<file path="src/rtl/csr_exec_unit.sv">
// csr_exec_unit: executes Zicsr requests (CSRRW/S/C and immediate forms) and
// trap-entry bookkeeping against an external machine special register file.
// Optional build macro CSR_CYCLE_EN adds a free-running 64-bit cycle counter
// readable at 0xB00 (low word) and 0xB80 (high word).
module csr_exec_unit #(
  parameter int DATA_W = 32,
  parameter int IDX_W  = 4
) (
  input  logic              I_clk,
  input  logic              I_rst,
  input  logic              I_valid,
  output logic              O_ready,
  input  logic [2:0]        I_funct3,
  input  logic [11:0]       I_csr_addr,
  input  logic [4:0]        I_rs1_idx,
  input  logic [DATA_W-1:0] I_rs1_data,
  input  logic              I_trap,
  input  logic [DATA_W-1:0] I_trap_pc,
  input  logic [DATA_W-1:0] I_trap_cause,
  output logic [IDX_W-1:0]  O_msr_rs,
  input  logic [DATA_W-1:0] I_msr_rdata,
  output logic [IDX_W-1:0]  O_msr_rd,
  output logic              O_msr_wen,
  output logic [DATA_W-1:0] O_msr_wdata,
  output logic              O_done,
  output logic [DATA_W-1:0] O_rd_data,
  output logic              O_illegal,
  output logic [DATA_W-1:0] O_trap_vec
);

  typedef enum logic [2:0] {
    S_IDLE, S_READ, S_WRITE, S_TEPC, S_TCAUSE, S_TVEC, S_DONE
  } state_t;

  localparam logic [IDX_W-1:0] IDX_MISA   = IDX_W'(2);
  localparam logic [IDX_W-1:0] IDX_MTVEC  = IDX_W'(4);
  localparam logic [IDX_W-1:0] IDX_MEPC   = IDX_W'(6);
  localparam logic [IDX_W-1:0] IDX_MCAUSE = IDX_W'(7);

  state_t state_q, state_d;

  // Latched request and trap operands (data only, not reset).
  logic [2:0]        f3_q;
  logic [11:0]       addr_q;
  logic [4:0]        rs1_idx_q;
  logic [DATA_W-1:0] rs1_data_q;
  logic [DATA_W-1:0] pc_q;
  logic [DATA_W-1:0] cause_q;
  logic [DATA_W-1:0] old_q;

  // Result registers presented alongside O_done.
  logic [DATA_W-1:0] rd_data_q;
  logic              illegal_q;
  logic [DATA_W-1:0] trap_vec_q;

  // Decoded view of the latched request.
  logic [1:0]        op;
  logic              wr_req;
  logic              illegal;
  logic              is_ctr;
  logic [IDX_W-1:0]  idx;
  logic [DATA_W-1:0] src;
  logic [DATA_W-1:0] ctr_val;
  logic [DATA_W-1:0] rdval;
  logic [DATA_W-1:0] new_val;

  function automatic logic [IDX_W-1:0] map_idx(input logic [11:0] a);
    case (a)
      12'h300: map_idx = IDX_W'(1);
      12'h301: map_idx = IDX_W'(2);
      12'h304: map_idx = IDX_W'(3);
      12'h305: map_idx = IDX_W'(4);
      12'h340: map_idx = IDX_W'(5);
      12'h341: map_idx = IDX_W'(6);
      12'h342: map_idx = IDX_W'(7);
      12'h343: map_idx = IDX_W'(8);
      12'h344: map_idx = IDX_W'(9);
      default: map_idx = '0;
    endcase
  endfunction

`ifdef CSR_CYCLE_EN
  logic [63:0] cnt_q;

  // Free-running cycle counter.
  always_ff @(posedge I_clk or posedge I_rst) begin
    if (I_rst) cnt_q <= '0;
    else       cnt_q <= cnt_q + 64'd1;
  end

  assign is_ctr  = (addr_q == 12'hB00) || (addr_q == 12'hB80);
  assign ctr_val = (addr_q == 12'hB80) ? DATA_W'(cnt_q[63:32]) : DATA_W'(cnt_q[31:0]);
`else
  assign is_ctr  = 1'b0;
  assign ctr_val = '0;
`endif

  // Decode the latched request: operand source, write need, legality, new value.
  always_comb begin
    op      = f3_q[1:0];
    idx     = map_idx(addr_q);
    src     = f3_q[2] ? DATA_W'(rs1_idx_q) : rs1_data_q;
    wr_req  = (op == 2'b01) || (rs1_idx_q != 5'd0);
    illegal = (op == 2'b00) || ((idx == '0) && !is_ctr) ||
              (wr_req && ((idx == IDX_MISA) || is_ctr));
    rdval   = is_ctr ? ctr_val : I_msr_rdata;
    case (op)
      2'b01:   new_val = src;
      2'b10:   new_val = old_q | src;
      2'b11:   new_val = old_q & ~src;
      default: new_val = old_q;
    endcase
  end

  // State register.
  always_ff @(posedge I_clk or posedge I_rst) begin
    if (I_rst) state_q <= S_IDLE;
    else       state_q <= state_d;
  end

  // Next-state logic and msr port drive.
  always_comb begin
    state_d     = state_q;
    O_ready     = 1'b0;
    O_msr_rs    = '0;
    O_msr_rd    = '0;
    O_msr_wen   = 1'b0;
    O_msr_wdata = '0;
    O_done      = 1'b0;
    case (state_q)
      S_IDLE: begin
        O_ready = !I_trap;
        if (I_trap)       state_d = S_TEPC;
        else if (I_valid) state_d = S_READ;
      end
      S_READ: begin
        O_msr_rs = idx;
        state_d  = (wr_req && !illegal) ? S_WRITE : S_DONE;
      end
      S_WRITE: begin
        O_msr_wen   = 1'b1;
        O_msr_rd    = idx;
        O_msr_wdata = new_val;
        state_d     = S_DONE;
      end
      S_TEPC: begin
        O_msr_wen   = 1'b1;
        O_msr_rd    = IDX_MEPC;
        O_msr_wdata = pc_q;
        state_d     = S_TCAUSE;
      end
      S_TCAUSE: begin
        O_msr_wen   = 1'b1;
        O_msr_rd    = IDX_MCAUSE;
        O_msr_wdata = cause_q;
        state_d     = S_TVEC;
      end
      S_TVEC: begin
        O_msr_rs = IDX_MTVEC;
        state_d  = S_DONE;
      end
      S_DONE: begin
        O_done  = 1'b1;
        state_d = S_IDLE;
      end
      default: state_d = S_IDLE;
    endcase
  end

  // Capture request or trap operands while idle; trap wins over a request.
  always_ff @(posedge I_clk) begin
    if (state_q == S_IDLE) begin
      if (I_trap) begin
        pc_q    <= I_trap_pc;
        cause_q <= I_trap_cause;
      end else if (I_valid) begin
        f3_q       <= I_funct3;
        addr_q     <= I_csr_addr;
        rs1_idx_q  <= I_rs1_idx;
        rs1_data_q <= I_rs1_data;
      end
    end
  end

  // Snapshot the old CSR value during READ for the read-modify-write.
  always_ff @(posedge I_clk) begin
    if (state_q == S_READ) old_q <= rdval;
  end

  // Result registers update on entry to DONE and hold until the next DONE.
  always_ff @(posedge I_clk or posedge I_rst) begin
    if (I_rst) begin
      rd_data_q  <= '0;
      illegal_q  <= 1'b0;
      trap_vec_q <= '0;
    end else begin
      case (state_q)
        S_READ: begin
          if (!(wr_req && !illegal)) begin
            rd_data_q <= illegal ? '0 : rdval;
            illegal_q <= illegal;
          end
        end
        S_WRITE: begin
          rd_data_q <= old_q;
          illegal_q <= 1'b0;
        end
        S_TVEC:  trap_vec_q <= I_msr_rdata & ~DATA_W'(3);
        default: ;
      endcase
    end
  end

  assign O_rd_data  = rd_data_q;
  assign O_illegal  = illegal_q;
  assign O_trap_vec = trap_vec_q;

endmodule
</file>
<file path="config.mk">
export PLATFORM = sky130hd
export DESIGN_NAME = csr_exec_unit
export DESIGN_NICKNAME = d
export VERILOG_FILES = /design/src/rtl/csr_exec_unit.sv
export SDC_FILE = /design/constraint.sdc
export NUM_CORES = 1
export LEC_CHECK = 0
export BUFFER_PORTS_ARGS = -buffer_cell sky130_fd_sc_hd__buf_4
export CAP_MARGIN = 25
export CELL_PAD_IN_SITES_DETAIL_PLACEMENT = 0
export CELL_PAD_IN_SITES_GLOBAL_PLACEMENT = 1
export CORE_ASPECT_RATIO = 0.7
export CORE_MARGIN = 3
export CORE_UTILIZATION = 37
export DETAILED_ROUTE_END_ITERATION = 16
export PLACE_DENSITY_LB_ADDON = 0.1
export SETUP_SLACK_MARGIN = 0.4
export SLEW_MARGIN = 5
export SYNTH_ARGS = -nofsm -noshare
export SYNTH_HDL_FRONTEND = slang
export SYNTH_SLANG_ARGS = --single-unit
</file>
<file path="constraint.sdc">
create_clock -name I_clk -period 8.3 [get_ports I_clk]
set_clock_uncertainty 0.1 [all_clocks]
set_input_delay 1.66 -clock I_clk [delete_from_list [all_inputs] [get_ports I_clk]]
set_output_delay 1.66 -clock I_clk [all_outputs]
set_load 0.01 [all_outputs]
</file>
* After elaboration in Yosys (flattened, before gate mapping)
Cells that the tools add are included.
** Storage, ports and cells
- Bits in registers :: 214
- Word-level logic and storage cells :: 71
- Output and inout port bits :: 108
** Cells by class
- Bitwise operators :: 4
- Multiplexer cells :: 18
- Equality and inequality tests :: 21
- Reductions and logical operators :: 17
** Operators by type and width (number)
- 32-bit one-hot mux with 3 select lines :: 2
- 12-bit by 10-bit == test with 1-bit output (second input constant) :: 9
- 32-bit two-way mux :: 3
- 32-bit one-hot mux with 2 select lines :: 1
- 4-bit one-hot mux with 9 select lines :: 1
- 32-bit AND :: 1
- 32-bit NOT :: 1
- 32-bit OR :: 1
- 3-bit one-hot mux with 5 select lines :: 1
- 4-bit one-hot mux with 3 select lines :: 1
- 3-bit == test (second input constant) :: 3
- 3-bit two-way mux :: 3
- 4-bit one-hot mux with 2 select lines :: 1
- 3-bit by 2-bit == test with 1-bit output (second input constant) :: 2
- 5-bit nonzero test :: 1
- 2-bit == test (second input constant) :: 2
- 4-bit by 2-bit == test with 1-bit output (second input constant) :: 1
- 4-bit zero test :: 1
- 1-bit two-way mux :: 4
- 2-bit AND reduction :: 2
- 3-bit by 1-bit == test with 1-bit output (second input constant) :: 1
- 3-bit zero test :: 1
- 1-bit logical OR :: 3
- 3-bit inequality test (second input constant) :: 1
- other kinds (11) :: 13

* Logic depth before layout (Yosys ltp)
Gate-level depths: netlist of the first run.
- Depth after elaboration :: 9
- Mapped depth :: 10
- Mapped depth without buffers :: 5

* Worst setup path after synthesis of the first run
OpenSTA, ideal clock, no wires.
- Path type :: input-to-reg
- From :: in I_trap
- To :: reg cause_q[0], enable pin
- Stages :: 1
- Library setup time :: 0.666 ns
- Arrival time :: 8.151 ns
- Buffers on the path :: 0
- Setup slack :: -0.617 ns
- Required time :: 7.534 ns
- Cell sequence :: nor4b_1
** Between the ends
- Cells in the longest elaborated chain, start to end :: 1
** Ends and longest elaborated chain
- from (decl) :: line 17 : input logic I_trap,
- 2-bit AND reduction (no source line)
- to (signal assigned) :: line 175 : cause_q <= I_trap_cause;
- to (decl) :: line 48 : logic [DATA_W-1:0] cause_q;
Every way passes these cells.
A chain may end at the register's enable or synchronous reset.

* Final worst setup path of the first run
- From :: reg state_q[0]
- To :: out O_msr_wdata[28]
** Between the ends
- Cells in the longest elaborated chain, start to end :: 2
** Ends and longest elaborated chain
- from (decl) :: line 40 : state_t state_q, state_d;
- from (signal assigned) :: line 118 : else state_q <= state_d;
- 3-bit == test / 3-bit by 2-bit == test with 1-bit output (equally long branches) :: line 130 : case (state_q)
- 32-bit one-hot mux with 3 select lines * :: line 130
- to (decl) :: line 24 : output logic [DATA_W-1:0] O_msr_wdata,
Every way passes the cells marked *; elsewhere a longest branch is shown, timed or not.

==> results of run 1 <==
## per-layer routing
layer	vias to the layer above	track usage (%)
met1	3422	33.4
met4	0	4.01
met3	35	5.17
met2	209	27.9
met5	-	0
li1	3284	-
## power groups by stage
stage | Combinational [mW] | Sequential [mW] | Clock (mW)
2_1_floorplan | 0.695 | 1.63 | 0
4_1_cts | 1.43 | 1.61 | 0.964
3_3_place_gp | 1.42 | 1.62 | 0
3_5_place_dp | 1.43 | 1.63 | 0
6_report | 1.39 | 1.61 | 0.935
5_1_grt | 1.53 | 1.64 | 1.01
## sequential cells by signal, summed over array words and instances, names as in the netlist
name        flops
O_trap_vec     30
rs1_idx_q       5
cause_q        32
state_q         3
rs1_data_q     32
old_q          32
O_illegal       1
addr_q         12
f3_q            3
pc_q           32
O_rd_data      32
## worst paths after layout
check                               startpoint              end  slack (ns)  cells past startpoint
min in group asynchronous                I_rst   O_trap_vec[26]        1.32                      3
worst min register to register  O_trap_vec[22]   O_trap_vec[22]        0.41                      1
max in group asynchronous                I_rst       state_q[0]        6.11                      3
worst max-delay path                state_q[0]  O_msr_wdata[28]        3.70                      5
worst max register to register      state_q[0]    O_rd_data[21]        4.62                      7
worst min-delay path            O_trap_vec[22]   O_trap_vec[22]        0.41                      1
## cell families after synthesis
kind of cell,count (synthesis),share of synthesized area (%)
xor+xnor,33,3.09
flops,214,65.1
mux,35,4.21
compound gates,217,14.3
buf+inv,72,3.19
simple gates,187,10.0
other cells,1,0.0401
## Yosys cell counts, drive strengths merged, types with 16 or more instances
| cell | n |
|---|---|
| edfxtp | 148 |
| nand2 | 71 |
| a21oi | 68 |
| dfrtp | 66 |
| o21ai | 54 |
| clkbuf | 53 |
| a211oi | 36 |
| mux2 | 35 |
| nor3 | 35 |
| a31oi | 33 |
| xnor2 | 33 |
| nor2b | 31 |
| and3 | 18 |
| o2111ai | 16 |
## layout by cell type, fill, tap and decap left out, drive strengths merged, types with 10 or more instances in the layout
| cell | n |
|---|---|
| and3 | 18 |
| o21ai | 54 |
| xnor2 | 33 |
| buf | 272 |
| o2111ai | 16 |
| nor3 | 35 |
| dfrtp | 66 |
| a21oi | 68 |
| a31oi | 33 |
| edfxtp | 148 |
| mux2 | 35 |
| nand2 | 71 |
| nor2 | 10 |
| clkbuf | 35 |
| nor2b | 31 |
| a211oi | 36 |
## stage by stage
stage | instances | util [%] | setup slack, ns | area (um^2) | hold slack [ns]
2_1_floorplan | 760 | - | 2.48 | 9370 | 0.438
3_3_place_gp | 1289 | 46.8 | 4.24 | 11600 | 0.389
3_5_place_dp | 1289 | 46.8 | 4.15 | 11600 | 0.395
4_1_cts | 1329 | 49.5 | 3.53 | 12300 | 0.408
5_1_grt | 1329 | 49.5 | 3.30 | 12300 | 0.422
6_report | 1329 | 49.5 | 3.70 | 12300 | 0.407
## cell type report
class                      instances  area, um^2  share of cell area, %
tap                              325         407                   3.32
timing repair buffer             272        2040                   16.7
clock buffer                      35         651                   5.31
sequential                       214        6100                   49.8
multi-input combinational        474        3010                   24.6
clock inverter                     5        23.8                  0.194
inverter                           4        16.3                  0.133
==> impl_results.md, run 1 <==
* Comb power frac at around 35%
* Final period util at 55.4%
* Avg Cell Area, Syn at 12.3 um^2
* Vias at a little under 7000
* Hold Buf Count CTS at 0
* Post-layout min period at about 4.6 ns
* Die Y at 139 um
* VDD IR max at 0.000171 V
* Overall Global Routing Usage at 20.7%
* Slew headroom at a little under two fifths
* First-pass GRT wire length at between 40000 and 50000 um
* Met2 routed WL at roughly 11000 um
* Clk pwr share at a little under a quarter
* Crit Path Max Fanout at between 40 and 50
* Clock root buffer: clkbuf_16
* Yosys reg bits at 214
* Top area cells in the synthesized netlist: edfxtp_1, dfrtp_1, mux2_2, a21oi_1, xnor2_1
* Switching Fraction at approximately a third
* Setup TNS at 0 ns
* Top FF cell, synth: edfxtp_1
* Met3 WL at between 1500 and 2000 um
* CP max stage cell: dfrtp_2
* H-tree levels at 1
* Fill cell count at between 2000 and 2500
* Data required, critical path at 6.54 ns
* CTS buffer count at 23
* WP buf/inv at 1
* Final setup violation count at 0
* P&R area growth vs syn at 30.9%
* DRT Pass-1 Iters at 4
* Ant. Diodes at 0
* Post-synth top area share at between 40% and 50%
* Sequential area share after synthesis at between 60 and 70%
* Post-synth EDFFs at 148
* DP Wirelength at 19600 um
* GR Overflow Total at 0
* Outcome: finished, final reports clean
* Clk sink count at ~210
* Max Used Layer: met4
* Worst-case clock buffer depth at 3
* ANT nets after route at 0
* Tot Pwr at between 3 and 4 mW
* Cell variety after synth at between 40 and 50
* Drt drc at 0
* Met1 wire length at 15100 um
* Routed WL at 29000 um
* Cells after Synth at 759
* Core ar. at roughly 0.025 mm^2
* CP Capture Type: primary output
* Yosys warns at 0
* Top cell by count, worst path: nand2_1
* Slew Limit Fails at 0
* Peak Freq at 0.217 GHz
* Vias in the first global route at about 6900
* Switching power at approximately 1.3 mW
* Setup bufs post-CTS at 0
* Die width at 196 um
* Worst path top cell family by delay: simple AND/OR/NAND/NOR gates
* CP cell instances: nand2_1 > nor2_4 > nand2_1 > o21ai_0 > buf_4
* Worst Path Class, Setup: flop to primary output
* Critical path launch point type: flop
* Max_cap viols at 0
* Number of core rows at 48
* # IOs at 260
* Int Pwr at roughly 2.6 mW
* RD Place Congestion at 0.777
* Mapped cell area at between 0.009 and 0.01 mm^2
* Sequential group share of total power at 40.9%
* Min-delay worst type: flop to flop
* Fin nets at ~1100
* Routed wire per std cell at 21.8 um
* Lkg Pwr at roughly 4.6 nW
* Vias per std cell at around 5.2
* Largest net degree at the start of global routing at 67
* Full die area at approximately 0.027 mm^2
* Hold Violations, Final at 0
* Port Buffers at about 260
* Yosys top cell by area: edfxtp_1
* Slowest cell delay on critical path at between 0.9 and 1 ns
* Share of cells above drive strength 1 at 34.8%
* Clk Latency, worst-skew pair at around 0.5 ns
* Post_cts resized at 0
* Initial drt markers at 431
* Measured slew at the worst slew-check pin at just over 0.9 ns
* Initial antenna violation count at 0
* CTS tree: built
* Power Density at 321 mW/mm^2
* CP arrival at approximately 2.8 ns
* Clock Pin Slew Worst Setup and Hold Paths at around 0.06 ns
* Ys async rst share at between 30% and 40%
* RSZ-0062 raised after global routing: no
* Initial Util at 37.8%
(Power assumes the default switching activity.)
==> run 2, diff against run 1 <==
Settings changed: CORE_UTILIZATION 37 to 41.
Clock period 8.3 ns to 4.3 ns, I/O delays scaled along.
==> run 2 against run 1 <==
  * Count of clock-buffer cells in the layout decreased by 10
  * Clock power increased by 98%
  * Design area increased by 0.42%
  * Cell count decreased by 1.1%
  * Via count increased by 1.9%
  * Register-to-register slack got worse by 3.2 ns
==> impl_results.md, run 2 (synthesized netlist as in run 1, its figures left out) <==
* ANT nets after route at 0 (unchanged)
* # IOs at 260 (unchanged)
* Number of core rows at 45 (was 48)
* DP Wirelength at 19800 um (was 19600 um)
* CP arrival at 2.72 ns (was 2.84 ns)
* Final period util at a little under nine tenths
* Peak Freq at approximately 0.27 GHz
* Hold Violations, Final at 0 (unchanged)
* Area occupied by registers at 0.00610 mm^2 (about the same)
* Commonest cells after routing, fill and taps aside: buf_4, edfxtp_1, nand2_1 (unchanged)
* Die Y at 132 um (was 139 um)
* Comb power frac at 35.4% (about the same)
* Data required, critical path at 3.34 ns (was 6.54 ns)
* CTS buffer count at 23 (unchanged)
* Initial Util at 42.4% (was 37.8%)
* WP buf/inv at 1 (unchanged)
* Crit Path Max Fanout at 34 (was 46)
* CP max stage cell: dfrtp_1 (was dfrtp_2)
* Setup bufs post-CTS at 0 (unchanged)
* RSZ-0062 raised after global routing: no (unchanged)
* Lkg Pwr at 4.66 nW (was 4.60 nW)
* Drt drc at 0 (unchanged)
* Fill cell count at 1917 (was 2292)
* Overall Global Routing Usage at 22.3% (was 20.7%)
* Switching power at 2.59 mW (was 1.33 mW)
* Sequential group share of total power at 40.4% (was 40.9%)
* VDD IR max at 0.000343 V (was 0.000171 V)
* Final std cells w/o fill at 1315 (was 1329)
* Slew headroom at 41.8% (was 38.4%)
* Worst hold margin at 0.242 ns (was 0.407 ns)
* H-tree levels at 1 (unchanged)
* Min-delay worst type: input pin to asynchronous set/reset pin (was flop to flop)
* Area of the multi-input gates at 0.00301 mm^2 (about the same)
* Final setup violation count at 0 (unchanged)
* Clk sink count at 214 (unchanged)
* CP cell instances: nand2b_2 > a211oi_1 > a21oi_1 > o21ai_0 > buf_4 (was nand2_1 > nor2_4 > nand2_1 > o21ai_0 > buf_4)
* Hold Buf Count CTS at 0 (unchanged)
* Clk pwr share at 24.2% (was 23.7%)
* Placed insts at 1275 (was 1289)
* Worst-case clock buffer depth at 3 (unchanged)
* Share of cells above drive strength 1 at 35.6% (was 34.8%)
* Measured slew at the worst slew-check pin at 0.873 ns (was 0.924 ns)
* Most common cell after layout, fill and taps aside: buf_4 (unchanged)
* First-pass GRT wire length at 42900 um (was 43600 um)
* GR Overflow Total at 0 (unchanged)
* Ant. Diodes at 0 (unchanged)
* Slowest cell delay on critical path at 0.69 ns (was 0.95 ns)
* Post-layout min period at 3.68 ns
* Clock Pin Slew Worst Setup and Hold Paths at 0.06 ns (about the same)
* Port Buffers at 257 (unchanged)
* Full die area at 0.0247 mm^2 (was 0.0273 mm^2)
* Int Pwr at 5.05 mW (was 2.61 mW)
* Vias in the first global route at 6792 (was 6891)
* CTS tree: built (unchanged)
* Post_cts resized at 0 (unchanged)
* Clk Latency, worst-skew pair at 0.51 ns (was 0.50 ns)
* RD Place Congestion at 0.777 (unchanged)
* Vias per std cell at 5.39 (was 5.23)
* Power Density at 621 mW/mm^2 (was 321 mW/mm^2)
* Routed wire per std cell at 21.8 um (about the same)
* Vias at 7085 (was 6950)
* Initial drt markers at 507 (was 431)
* Tot Pwr at 7.64 mW (was 3.94 mW)
* Core ar. at 0.0221 mm^2 (was 0.0247 mm^2)
* Worst path top cell family by delay: compound AO/OA/AOI/OAI gates (was simple AND/OR/NAND/NOR gates)
* Die width at 187 um (was 196 um)
* DRT Pass-1 Iters at 5 (was 4)
* Fin nets at 1148 (was 1141)
* Setup TNS at 0 ns (unchanged)
* Clock root buffer: clkbuf_16 (unchanged)
* CP Capture Type: primary output (unchanged)
* Initial antenna violation count at 0 (unchanged)
* Largest net degree at the start of global routing at 66 (was 67)
* Critical path launch point type: flop (unchanged)
* Max_cap viols at 0 (unchanged)
* Switching Fraction at 33.9% (was 33.8%)
* P&R area growth vs syn at 31.4% (was 30.9%)
* Worst Path Class, Setup: flop to primary output (unchanged)
* Slew Limit Fails at 0 (unchanged)
* Routed WL at 28600 um (was 29000 um)
* Outcome: finished, final reports clean (unchanged)
run 2: cell types whose count changed in the layout (fill, tap and decap cells not counted), sizes merged:
cell | before | now
clkbuf | 35 | 25
clkinvlp | 1 | 3
bufinv | 0 | 1
inv | 3 | 5
buf | 272 | 279
clkinv | 5 | 9
run 2: area by class of cell:
class / instances / area share, %
inverter: 4 / 0.122
multi-input combinational: 474 / 24.5
clock buffer: 25 / 4.74
timing repair buffer: 279 / 17.1
tap: 305 / 3.10
sequential: 214 / 49.6
clock inverter: 14 / 0.865
run 2: power groups by stage:
stage | registers (mW) | clock network (mW) | logic [mW]
2_1_floorplan | 3.13 | 0 | 1.35
4_1_cts | 3.08 | 1.90 | 2.75
3_3_place_gp | 3.10 | 0 | 2.73
5_1_grt | 3.14 | 1.97 | 2.97
3_5_place_dp | 3.12 | 0 | 2.74
6_report | 3.09 | 1.85 | 2.71
run 2: worst register-to-register path, delay by kind of cell (launching register included):
| family | cells | cell delay, ns |
|---|---|---|
| compound gates | 2 | 0.39 |
| buf+inv | 2 | 0.75 |
| flops | 1 | 0.35 |
| simple gates | 3 | 1.23 |
run 2: worst paths after layout:
| kind | from | endpoint | slack, ns | cells past startpoint |
|---|---|---|---|---|
| setup reg to reg | f3_q[1] | O_rd_data[26] | 1.42 | 7 |
| min in group I_clk | O_trap_vec[14] | O_trap_vec[14] | 0.41 | 1 |
| hold / removal | I_rst | O_trap_vec[20] | 0.24 | 2 |
| max in group asynchronous | I_rst | state_q[0] | 3.15 | 3 |
| hold reg to reg | O_trap_vec[14] | O_trap_vec[14] | 0.41 | 1 |
| setup / recovery | state_q[1] | O_msr_wdata[6] | 0.62 | 5 |
run 2: through the flow:
stage	instance area, um^2	utilization (%)	setup WS [ns]
5_1_grt	12300	55.7	0.421
3_3_place_gp	11600	52.5	1.17
3_5_place_dp	11600	52.5	1.11
4_1_cts	12300	55.6	0.580
2_1_floorplan	9390	-	0.821
6_report	12300	55.7	0.622
run 2: per-layer routing:
metal	global-route usage, %	part of all wire (%)	up-vias
li1	-	-	3304
met1	37.7	51	3439
met2	29.3	39	315
met3	4.90	8.6	27
met4	3.19	1.2	0
met5	0	0	-
